**src/rtl/invaders_pkg.sv**
```systemverilog
// Shared Chip Invaders types and constants: game state encoding (also used by hud),
// score width/saturation and frame-timer width.
package invaders_pkg;

    localparam int SCORE_W = 8;
    localparam int TIMER_W = 8;
    localparam logic [SCORE_W-1:0] SCORE_MAX   = 8'd255;
    localparam logic [SCORE_W-1:0] BONUS_SCORE = 8'd100;

    typedef enum logic [2:0] {
        IDLE       = 3'd0,
        PLAY       = 3'd1,
        DYING      = 3'd2,
        WAVE_CLEAR = 3'd3,
        GAME_OVER  = 3'd4
    } game_state_t;

endpackage

```
**src/rtl/game_controller_if.sv**
```systemverilog
// Bundle between the video/sprite side (master) and the game controller (slave).
interface game_controller_if;
    import invaders_pkg::*;

    logic                frame_tick;
    logic                display_on;
    logic [9:0]          hpos;
    logic [9:0]          vpos;
    logic                laser_gfx;
    logic                alien_pixel;
    logic                cannon_gfx;
    logic                bomb_gfx;
    logic                wave_cleared;
    logic                aliens_landed;
    logic                start;
    logic                hit_alien;
    logic [9:0]          kill_x;
    logic [9:0]          kill_y;
    logic [SCORE_W-1:0]  score;
    logic [1:0]          lives;
    logic                play_enable;
    logic                formation_reset;
    game_state_t         game_state;

    modport master (
        output frame_tick, display_on, hpos, vpos, laser_gfx, alien_pixel,
               cannon_gfx, bomb_gfx, wave_cleared, aliens_landed, start,
        input  hit_alien, kill_x, kill_y, score, lives, play_enable,
               formation_reset, game_state
    );

    modport slave (
        input  frame_tick, display_on, hpos, vpos, laser_gfx, alien_pixel,
               cannon_gfx, bomb_gfx, wave_cleared, aliens_landed, start,
        output hit_alien, kill_x, kill_y, score, lives, play_enable,
               formation_reset, game_state
    );

endinterface

```
**src/rtl/collision_detector.sv**
```systemverilog
// Per-frame collision scan: pending flags for alien kill / player death and the
// coordinate of the first laser-alien overlap, all cleared by frame_tick.
module collision_detector
    import invaders_pkg::*;
(
    input  logic       clk,
    input  logic       reset,
    input  logic       scan_en,
    input  logic       frame_tick,
    input  logic       display_on,
    input  logic [9:0] hpos,
    input  logic [9:0] vpos,
    input  logic       laser_gfx,
    input  logic       alien_pixel,
    input  logic       cannon_gfx,
    input  logic       bomb_gfx,
    input  logic       aliens_landed,
    output logic       alien_pend,
    output logic       player_pend,
    output logic [9:0] hit_x,
    output logic [9:0] hit_y
);

    logic alien_hit_p0;
    logic player_hit_p0;

    assign alien_hit_p0  = scan_en & display_on & laser_gfx & alien_pixel;
    assign player_hit_p0 = scan_en & display_on & ((cannon_gfx & bomb_gfx) | aliens_landed);

    // Stage p1: pending flags; only the first overlap of a frame updates the coordinate
    always_ff @(posedge clk) begin
        if (reset) begin
            alien_pend  <= 1'b0;
            player_pend <= 1'b0;
            hit_x       <= '0;
            hit_y       <= '0;
        end else if (frame_tick) begin
            alien_pend  <= 1'b0;
            player_pend <= 1'b0;
        end else begin
            if (alien_hit_p0 && !alien_pend) begin
                alien_pend <= 1'b1;
                hit_x      <= hpos;
                hit_y      <= vpos;
            end
            if (player_hit_p0) begin
                player_pend <= 1'b1;
            end
        end
    end

endmodule

```
**src/rtl/game_controller.sv**
```systemverilog
// Chip Invaders game sequencer: FSM, frame timer, score and lives.
// Optional feature macro: GAME_CTRL_BONUS_LIFE_EN (one extra life at score 100).
module game_controller
    import invaders_pkg::*;
#(
    parameter int POINTS_PER_ALIEN = 10,
    parameter int START_LIVES      = 3,
    parameter int DEATH_FRAMES     = 90,
    parameter int WAVE_FRAMES      = 60,
    parameter int OVER_FRAMES      = 120
)(
    input  logic              clk,
    input  logic              reset,
    game_controller_if.slave  bus
);

    if (DEATH_FRAMES < 0 || DEATH_FRAMES > 255 || WAVE_FRAMES < 0 || WAVE_FRAMES > 255 ||
        OVER_FRAMES < 0 || OVER_FRAMES > 255) begin : g_bad_timer
        $error("game_controller: frame counts must fit the 8-bit timer");
    end
    if (START_LIVES < 1 || START_LIVES > 3) begin : g_bad_lives
        $error("game_controller: START_LIVES must be 1..3");
    end
    if (POINTS_PER_ALIEN < 0 || POINTS_PER_ALIEN > 255) begin : g_bad_points
        $error("game_controller: POINTS_PER_ALIEN must fit the score width");
    end

    localparam logic [TIMER_W-1:0] DEATH_T = TIMER_W'(DEATH_FRAMES);
    localparam logic [TIMER_W-1:0] WAVE_T  = TIMER_W'(WAVE_FRAMES);
    localparam logic [TIMER_W-1:0] OVER_T  = TIMER_W'(OVER_FRAMES);
    localparam logic [SCORE_W-1:0] POINTS  = SCORE_W'(POINTS_PER_ALIEN);
    localparam logic [1:0]         LIVES0  = 2'(START_LIVES);

    function automatic logic [SCORE_W-1:0] sat_add(input logic [SCORE_W-1:0] a,
                                                   input logic [SCORE_W-1:0] b);
        logic [SCORE_W:0] sum;
        sum = {1'b0, a} + {1'b0, b};
        return sum[SCORE_W] ? SCORE_MAX : sum[SCORE_W-1:0];
    endfunction

    function automatic logic [1:0] lives_dec(input logic [1:0] l);
        return (l == 2'd0) ? 2'd0 : l - 2'd1;
    endfunction

    game_state_t         state, state_nxt;
    logic [TIMER_W-1:0]  timer, timer_nxt;
    logic [SCORE_W-1:0]  score, score_nxt;
    logic [1:0]          lives, lives_nxt;
    logic                hit_p1, hit_nxt;
    logic                freset_p1, freset_nxt;
    logic [9:0]          kill_x, kill_x_nxt, kill_y, kill_y_nxt;
    logic                start_q, start_edge, game_start, timer_done;
    logic                alien_pend, player_pend;
    logic [9:0]          hit_x, hit_y;
`ifdef GAME_CTRL_BONUS_LIFE_EN
    logic                bonus_given, bonus_nxt;
`endif

    collision_detector u_collide (
        .clk          (clk),
        .reset        (reset),
        .scan_en      (state == PLAY),
        .frame_tick   (bus.frame_tick),
        .display_on   (bus.display_on),
        .hpos         (bus.hpos),
        .vpos         (bus.vpos),
        .laser_gfx    (bus.laser_gfx),
        .alien_pixel  (bus.alien_pixel),
        .cannon_gfx   (bus.cannon_gfx),
        .bomb_gfx     (bus.bomb_gfx),
        .aliens_landed(bus.aliens_landed),
        .alien_pend   (alien_pend),
        .player_pend  (player_pend),
        .hit_x        (hit_x),
        .hit_y        (hit_y)
    );

    // start_q resets high so a button held through reset produces no edge
    always_ff @(posedge clk) begin
        if (reset) start_q <= 1'b1;
        else       start_q <= bus.start;
    end

    assign start_edge = bus.start & ~start_q;
    assign game_start = start_edge &&
                        (state == IDLE || (state == GAME_OVER && timer == '0));
    assign timer_done = bus.frame_tick && (timer <= TIMER_W'(1));

    always_ff @(posedge clk) begin
        if (reset) state <= IDLE;
        else       state <= state_nxt;
    end

    always_comb begin
        state_nxt = state;
        if (game_start) begin
            state_nxt = PLAY;
        end else begin
            case (state)
                PLAY: if (bus.frame_tick) begin
                    if (player_pend)           state_nxt = DYING;
                    else if (bus.wave_cleared) state_nxt = WAVE_CLEAR;
                end
                DYING:      if (timer_done) state_nxt = (lives == 2'd0) ? GAME_OVER : PLAY;
                WAVE_CLEAR: if (timer_done) state_nxt = PLAY;
                default:    state_nxt = state;
            endcase
        end
    end

    always_comb begin
        timer_nxt  = timer;
        score_nxt  = score;
        lives_nxt  = lives;
        hit_nxt    = 1'b0;
        freset_nxt = 1'b0;
        kill_x_nxt = kill_x;
        kill_y_nxt = kill_y;
`ifdef GAME_CTRL_BONUS_LIFE_EN
        bonus_nxt  = bonus_given;
`endif
        if (game_start) begin
            lives_nxt  = LIVES0;
            score_nxt  = '0;
            timer_nxt  = '0;
            freset_nxt = 1'b1;
`ifdef GAME_CTRL_BONUS_LIFE_EN
            bonus_nxt  = 1'b0;
`endif
        end else begin
            case (state)
                PLAY: if (bus.frame_tick) begin
                    if (alien_pend) begin
                        hit_nxt    = 1'b1;
                        score_nxt  = sat_add(score, POINTS);
                        kill_x_nxt = hit_x;
                        kill_y_nxt = hit_y;
                    end
                    if (player_pend) begin
                        lives_nxt = lives_dec(lives);
                        timer_nxt = DEATH_T;
                    end else if (bus.wave_cleared) begin
                        timer_nxt = WAVE_T;
                    end
`ifdef GAME_CTRL_BONUS_LIFE_EN
                    if (!bonus_given && score < BONUS_SCORE && score_nxt >= BONUS_SCORE) begin
                        bonus_nxt = 1'b1;
                        if (lives_nxt != 2'd3) lives_nxt = lives_nxt + 2'd1;
                    end
`endif
                end
                DYING, WAVE_CLEAR: if (bus.frame_tick) begin
                    if (timer_done) begin
                        timer_nxt = '0;
                        if (state == DYING && lives == 2'd0) timer_nxt = OVER_T;
                        else                                 freset_nxt = 1'b1;
                    end else begin
                        timer_nxt = timer - TIMER_W'(1);
                    end
                end
                GAME_OVER: if (bus.frame_tick && timer != '0) timer_nxt = timer - TIMER_W'(1);
                default: ;
            endcase
        end
    end

    // Stage p1: registered outputs, one cycle after frame_tick / start edge
    always_ff @(posedge clk) begin
        if (reset) begin
            timer     <= '0;
            score     <= '0;
            lives     <= '0;
            hit_p1    <= 1'b0;
            freset_p1 <= 1'b0;
            kill_x    <= '0;
            kill_y    <= '0;
`ifdef GAME_CTRL_BONUS_LIFE_EN
            bonus_given <= 1'b0;
`endif
        end else begin
            timer     <= timer_nxt;
            score     <= score_nxt;
            lives     <= lives_nxt;
            hit_p1    <= hit_nxt;
            freset_p1 <= freset_nxt;
            kill_x    <= kill_x_nxt;
            kill_y    <= kill_y_nxt;
`ifdef GAME_CTRL_BONUS_LIFE_EN
            bonus_given <= bonus_nxt;
`endif
        end
    end

    assign bus.hit_alien       = hit_p1;
    assign bus.kill_x          = kill_x;
    assign bus.kill_y          = kill_y;
    assign bus.score           = score;
    assign bus.lives           = lives;
    assign bus.formation_reset = freset_p1;
    assign bus.play_enable     = (state == PLAY);
    assign bus.game_state      = state;

endmodule
```
**src/flat_wrapper.sv**
```systemverilog
// flat-port wrapper written by rule: the top's interface ports become plain ports
module game_controller_flat import invaders_pkg::*;
#(
    parameter int POINTS_PER_ALIEN = 10,
    parameter int START_LIVES      = 3,
    parameter int DEATH_FRAMES     = 90,
    parameter int WAVE_FRAMES      = 60,
    parameter int OVER_FRAMES      = 120
)
  (clk, reset, bus_frame_tick, bus_display_on, bus_hpos, bus_vpos, bus_laser_gfx, bus_alien_pixel, bus_cannon_gfx, bus_bomb_gfx, bus_wave_cleared, bus_aliens_landed, bus_start, bus_hit_alien, bus_kill_x, bus_kill_y, bus_score, bus_lives, bus_play_enable, bus_formation_reset, bus_game_state);
  game_controller_if bus_i ();
  input  logic clk;
  input  logic reset;
  input wire logic [$bits(bus_i.frame_tick)-1:0] bus_frame_tick;
  input wire logic [$bits(bus_i.display_on)-1:0] bus_display_on;
  input wire logic [$bits(bus_i.hpos)-1:0] bus_hpos;
  input wire logic [$bits(bus_i.vpos)-1:0] bus_vpos;
  input wire logic [$bits(bus_i.laser_gfx)-1:0] bus_laser_gfx;
  input wire logic [$bits(bus_i.alien_pixel)-1:0] bus_alien_pixel;
  input wire logic [$bits(bus_i.cannon_gfx)-1:0] bus_cannon_gfx;
  input wire logic [$bits(bus_i.bomb_gfx)-1:0] bus_bomb_gfx;
  input wire logic [$bits(bus_i.wave_cleared)-1:0] bus_wave_cleared;
  input wire logic [$bits(bus_i.aliens_landed)-1:0] bus_aliens_landed;
  input wire logic [$bits(bus_i.start)-1:0] bus_start;
  output wire logic [$bits(bus_i.hit_alien)-1:0] bus_hit_alien;
  output wire logic [$bits(bus_i.kill_x)-1:0] bus_kill_x;
  output wire logic [$bits(bus_i.kill_y)-1:0] bus_kill_y;
  output wire logic [$bits(bus_i.score)-1:0] bus_score;
  output wire logic [$bits(bus_i.lives)-1:0] bus_lives;
  output wire logic [$bits(bus_i.play_enable)-1:0] bus_play_enable;
  output wire logic [$bits(bus_i.formation_reset)-1:0] bus_formation_reset;
  output wire logic [$bits(bus_i.game_state)-1:0] bus_game_state;
  assign bus_i.frame_tick = bus_frame_tick;
  assign bus_i.display_on = bus_display_on;
  assign bus_i.hpos = bus_hpos;
  assign bus_i.vpos = bus_vpos;
  assign bus_i.laser_gfx = bus_laser_gfx;
  assign bus_i.alien_pixel = bus_alien_pixel;
  assign bus_i.cannon_gfx = bus_cannon_gfx;
  assign bus_i.bomb_gfx = bus_bomb_gfx;
  assign bus_i.wave_cleared = bus_wave_cleared;
  assign bus_i.aliens_landed = bus_aliens_landed;
  assign bus_i.start = bus_start;
  assign bus_hit_alien = bus_i.hit_alien;
  assign bus_kill_x = bus_i.kill_x;
  assign bus_kill_y = bus_i.kill_y;
  assign bus_score = bus_i.score;
  assign bus_lives = bus_i.lives;
  assign bus_play_enable = bus_i.play_enable;
  assign bus_formation_reset = bus_i.formation_reset;
  assign bus_game_state = bus_i.game_state;
  game_controller #(.POINTS_PER_ALIEN(POINTS_PER_ALIEN), .START_LIVES(START_LIVES), .DEATH_FRAMES(DEATH_FRAMES), .WAVE_FRAMES(WAVE_FRAMES), .OVER_FRAMES(OVER_FRAMES)) u_core (.clk(clk), .reset(reset), .bus(bus_i));
endmodule
```
**config.mk**
```make
export PLATFORM = sky130hd
export DESIGN_NAME = game_controller_flat
export DESIGN_NICKNAME = d
export VERILOG_FILES = /design/src/rtl/invaders_pkg.sv /design/src/rtl/game_controller_if.sv /design/src/rtl/collision_detector.sv /design/src/rtl/game_controller.sv /design/src/flat_wrapper.sv
export SDC_FILE = /design/constraint.sdc
export NUM_CORES = 1
export LEC_CHECK = 0
export CAP_MARGIN = 20
export CORE_ASPECT_RATIO = 0.75
export CORE_UTILIZATION = 51
export DETAILED_ROUTE_END_ITERATION = 7
export GPL_TIMING_DRIVEN = 0
export PLACE_DENSITY = 0.92
export SYNTH_ARGS = -nofsm -noshare
export SYNTH_HDL_FRONTEND = slang
export SYNTH_HIERARCHICAL = 1
export SYNTH_SLANG_ARGS = --single-unit
```
**constraint.sdc**
```tcl
create_clock -name clk -period 2.95 [get_ports clk]
set_input_delay 0.59 -clock clk [delete_from_list [all_inputs] [get_ports clk]]
set_output_delay 0.59 -clock clk [all_outputs]
set_load 0.005 [all_outputs]
```
==> reports/results.ini <==
[run_status]
status = completed

[placed_design]
dp_hpwl_um = 5670
dp_cells = 494
io_buffers = 66
gp_congestion = 0.979

[global_routing]
grt_max_degree = 12
grt_pass1_wl_um = 13000
grtUsageMet2_pct = 40.5
grt_pass1_vias = 2728
antenna_found_initial = 0
gr-total-overflow = 0
grt_use_total_pct = 26.7
top_usage_layer = met2
grt.met1_usage_pct = 35.7
grt_use_met3_pct = 8.88

[worst_hold_path]
min_to = u_core/bus.kill_x[8]
hold_path_depth = 2
hold_class = flop to flop
hp-start = u_core/bus.kill_x[8]

[route]
routedWlPerCell_um = 15.7
via_per_inst = 5.67
antenna_left = 0
drc = 0
drtPass1Iterations = 5
drt_iter0_drc = 226
num_vias = 2892
drt-total-wl_um = 8030

[power_and_ir_drop]
cellPowerDensity_nw_per_um2 = 470
peakVddDrop_mv = 0.350
power_leakage_uw = 0.00141

[worst_setup_path]
r2r_end = u_core/bus.game_state[0]
rrSetupSlack_ps = 650
critPathCaptureType = flop
path_max_fanout = 10
r2r_start = u_core/timer[0]
cp.arrival_ps = 2650
crit_type = primary input to flop
start_kind = primary input
cp.required_ps = 3220
ff2ff_path_depth = 8

[sta]
tns_ps = 0
period_minus_slack_ps = 2380
drv_slew = 0
period_share_pct = 80.8
maxSlewHeadroom_pct = 28.3
tightest_slew_ps = 1060
hold_violations = 0
finalSetupViolCount = 0
finalClockSkew_ps = 5.18
rsz0062_at_grt = no
achievable-frequency_ghz = 0.419

[final_layout]
nets = 461
final_cell_count_no_fill = 510
fin_util_pct = 69.7
drive_above_1_share_pct = 9.49
n_antenna_cell = 0
n_fill_cell = 438
area_growth_pct = 31.1

[synth]
synthMuxAreaShare_pct = 6.79
syn_nets = 384
syn_area_per_cell_um2 = 8.85
synthDistinctLibCells = 56
yosysSeqAreaShare_pct = 42.6
yosysMostFrequentCell = dfxtp_1
ys_ff_latch = 66
async_flop_share_pct = 0
synth_compound_area_share_pct = 15.1
synth-simple-area-share_pct = 28.1
yosys_warnings = 6
synth_adder_area_share_pct = 1.21
netlist_instances = 350
synthTopCellsByArea = dfxtp_1 (43%), nand2b_1 (8.7%), mux2i_1 (6.8%)
synth_edf_count = 0
netlist_area_um2 = 3100
synth_top_area_share_pct = 42.6
synthXorXnorAreaFrac_pct = 1.13
yosys.area.top_type = dfxtp_1
yosys-top-cells-count = dfxtp_1 (66), nand2_1 (55), nand2b_1 (43), a21oi_1 (37)
synth_flop_cell = dfxtp_1
synth_top_family_by_area = simple AND/OR/NAND/NOR gates

[floorplan]
ioPinCount = 67
fp.dieH_um = 69.5
die_area_um2 = 6390
placementRows = 24
dieWidth_um = 92.0
core_um2 = 5830
start_util_pct = 53.2

[clock_tree]
tritoncts = done
hold_buffers = 0
ctsHtreeMaxLevel = 3
cts_buffer_depth = 2
cts_buffers = 9
cts_sinks = 66
cts_resized = 0
cts_setup_buffers = 0
clkTransAtPathRegs_ps = 70
clock_latency_ps = 340
root_buffer = clkbuf_8

[run]
cap_viol_max_count = 0

## through the flow
step           cell area (um2)  total power, uW  setup slack (ps)  hold WS, ps
6_report                  4060             1910               566          461
5_1_grt                   4060             1990               478          485
4_1_cts                   4060             1920               575          462
3_5_place_dp              3860             1150               216          448
3_3_place_gp              3860             1150               297          429
2_1_floorplan             3100             1060               910          429
## registers in the layout (all words and copies together), names as in the netlist
| signal | flops |
|---|---|
| u_core/start_q | 1 |
| u_core/bus.game_state | 3 |
| u_core/bus.kill_y | 10 |
| u_core/bus.score | 8 |
| u_core/bus.formation_reset | 1 |
| u_core/timer | 8 |
| u_core/u_collide/hit_y | 10 |
| u_core/u_collide/player_pend | 1 |
| u_core/bus.hit_alien | 1 |
| u_core/u_collide/hit_x | 10 |
| u_core/bus.lives | 2 |
| u_core/bus.kill_x | 10 |
| u_core/u_collide/alien_pend | 1 |
## worst max-delay path: stages
cell	delay, ps
clkdlybuf4s50_1	730
and4bb_2	330
and2_1	130
clkbuf_1	230
nand3b_1	140
or2_1	310
a21oi_1	180
## layout make-up
| class | count | area (um2) | share of cell area, % |
|---|---|---|---|
| Timing Repair Buffer | 66 | 661 | 16.3 |
| Sequential cell | 66 | 1320 | 32.5 |
| Multi-Input combinational cell | 259 | 1620 | 39.9 |
| Inverter | 6 | 22.5 | 0.555 |
| Tap cell | 78 | 97.6 | 2.40 |
| Clock buffer | 12 | 155 | 3.82 |
| Clock inverter | 4 | 50.0 | 1.23 |
| Buffer | 19 | 133 | 3.27 |
## power by group
group          internal (uW)  switching (uW)
Combinational            110             111
Clock                    435             336
Sequential               903            14.5
Total                   1450             462
## routing by layer
layer | part of all wire [%] | up-vias
met5 | 0 | -
met4 | 2.0 | 0
met1 | 45 | 1385
li1 | - | 1374
met2 | 47 | 114
met3 | 5.7 | 19
## kinds of logic (layout without fill, tap and decap cells)
logic type | Yosys count | count (layout)
AND/OR/NAND/NOR | 161 | 161
AO/OA/AOI/OAI | 70 | 70
flip-flops | 66 | 66
buffers and inverters | 25 | 107
multiplexers | 21 | 21
XOR/XNOR | 4 | 4
adder cells (fa/ha/maj) | 3 | 3
## cell usage in the layout, fill, tap and decap left out, types with 2 or more instances in the layout
master            n
dfxtp_1          66
clkbuf_8         11
clkinvlp_4        2
inv_1             6
xnor2_1           3
o21ai_0           4
ha_1              3
clkdlybuf4s50_1  66
nor3_1            9
nand2_1          55
a21oi_1          37
clkbuf_1         10
o2111a_1          2
a211oi_1          4
buf_2             2
or2_2             4
and3_1            2
nand2b_1         43
a31oi_1           9
buf_6             5
mux2i_1          21
and2_1            2
nor2_1           21
a21o_1            2
nand3_1           7
## worst max path at each step
stage / slack, ps / to / start
floorplan: 910 / u_core/timer[2] / u_core/timer[0]
global placement: 300 / u_core/bus.score[2] / bus_frame_tick
detailed placement: 220 / u_core/bus.score[0] / bus_frame_tick
CTS: 570 / u_core/bus.score[0] / bus_frame_tick
global route: 480 / bus_play_enable / u_core/bus.game_state[2]
finish: 570 / u_core/bus.score[0] / bus_frame_tick
(Power assumes the default switching activity.)
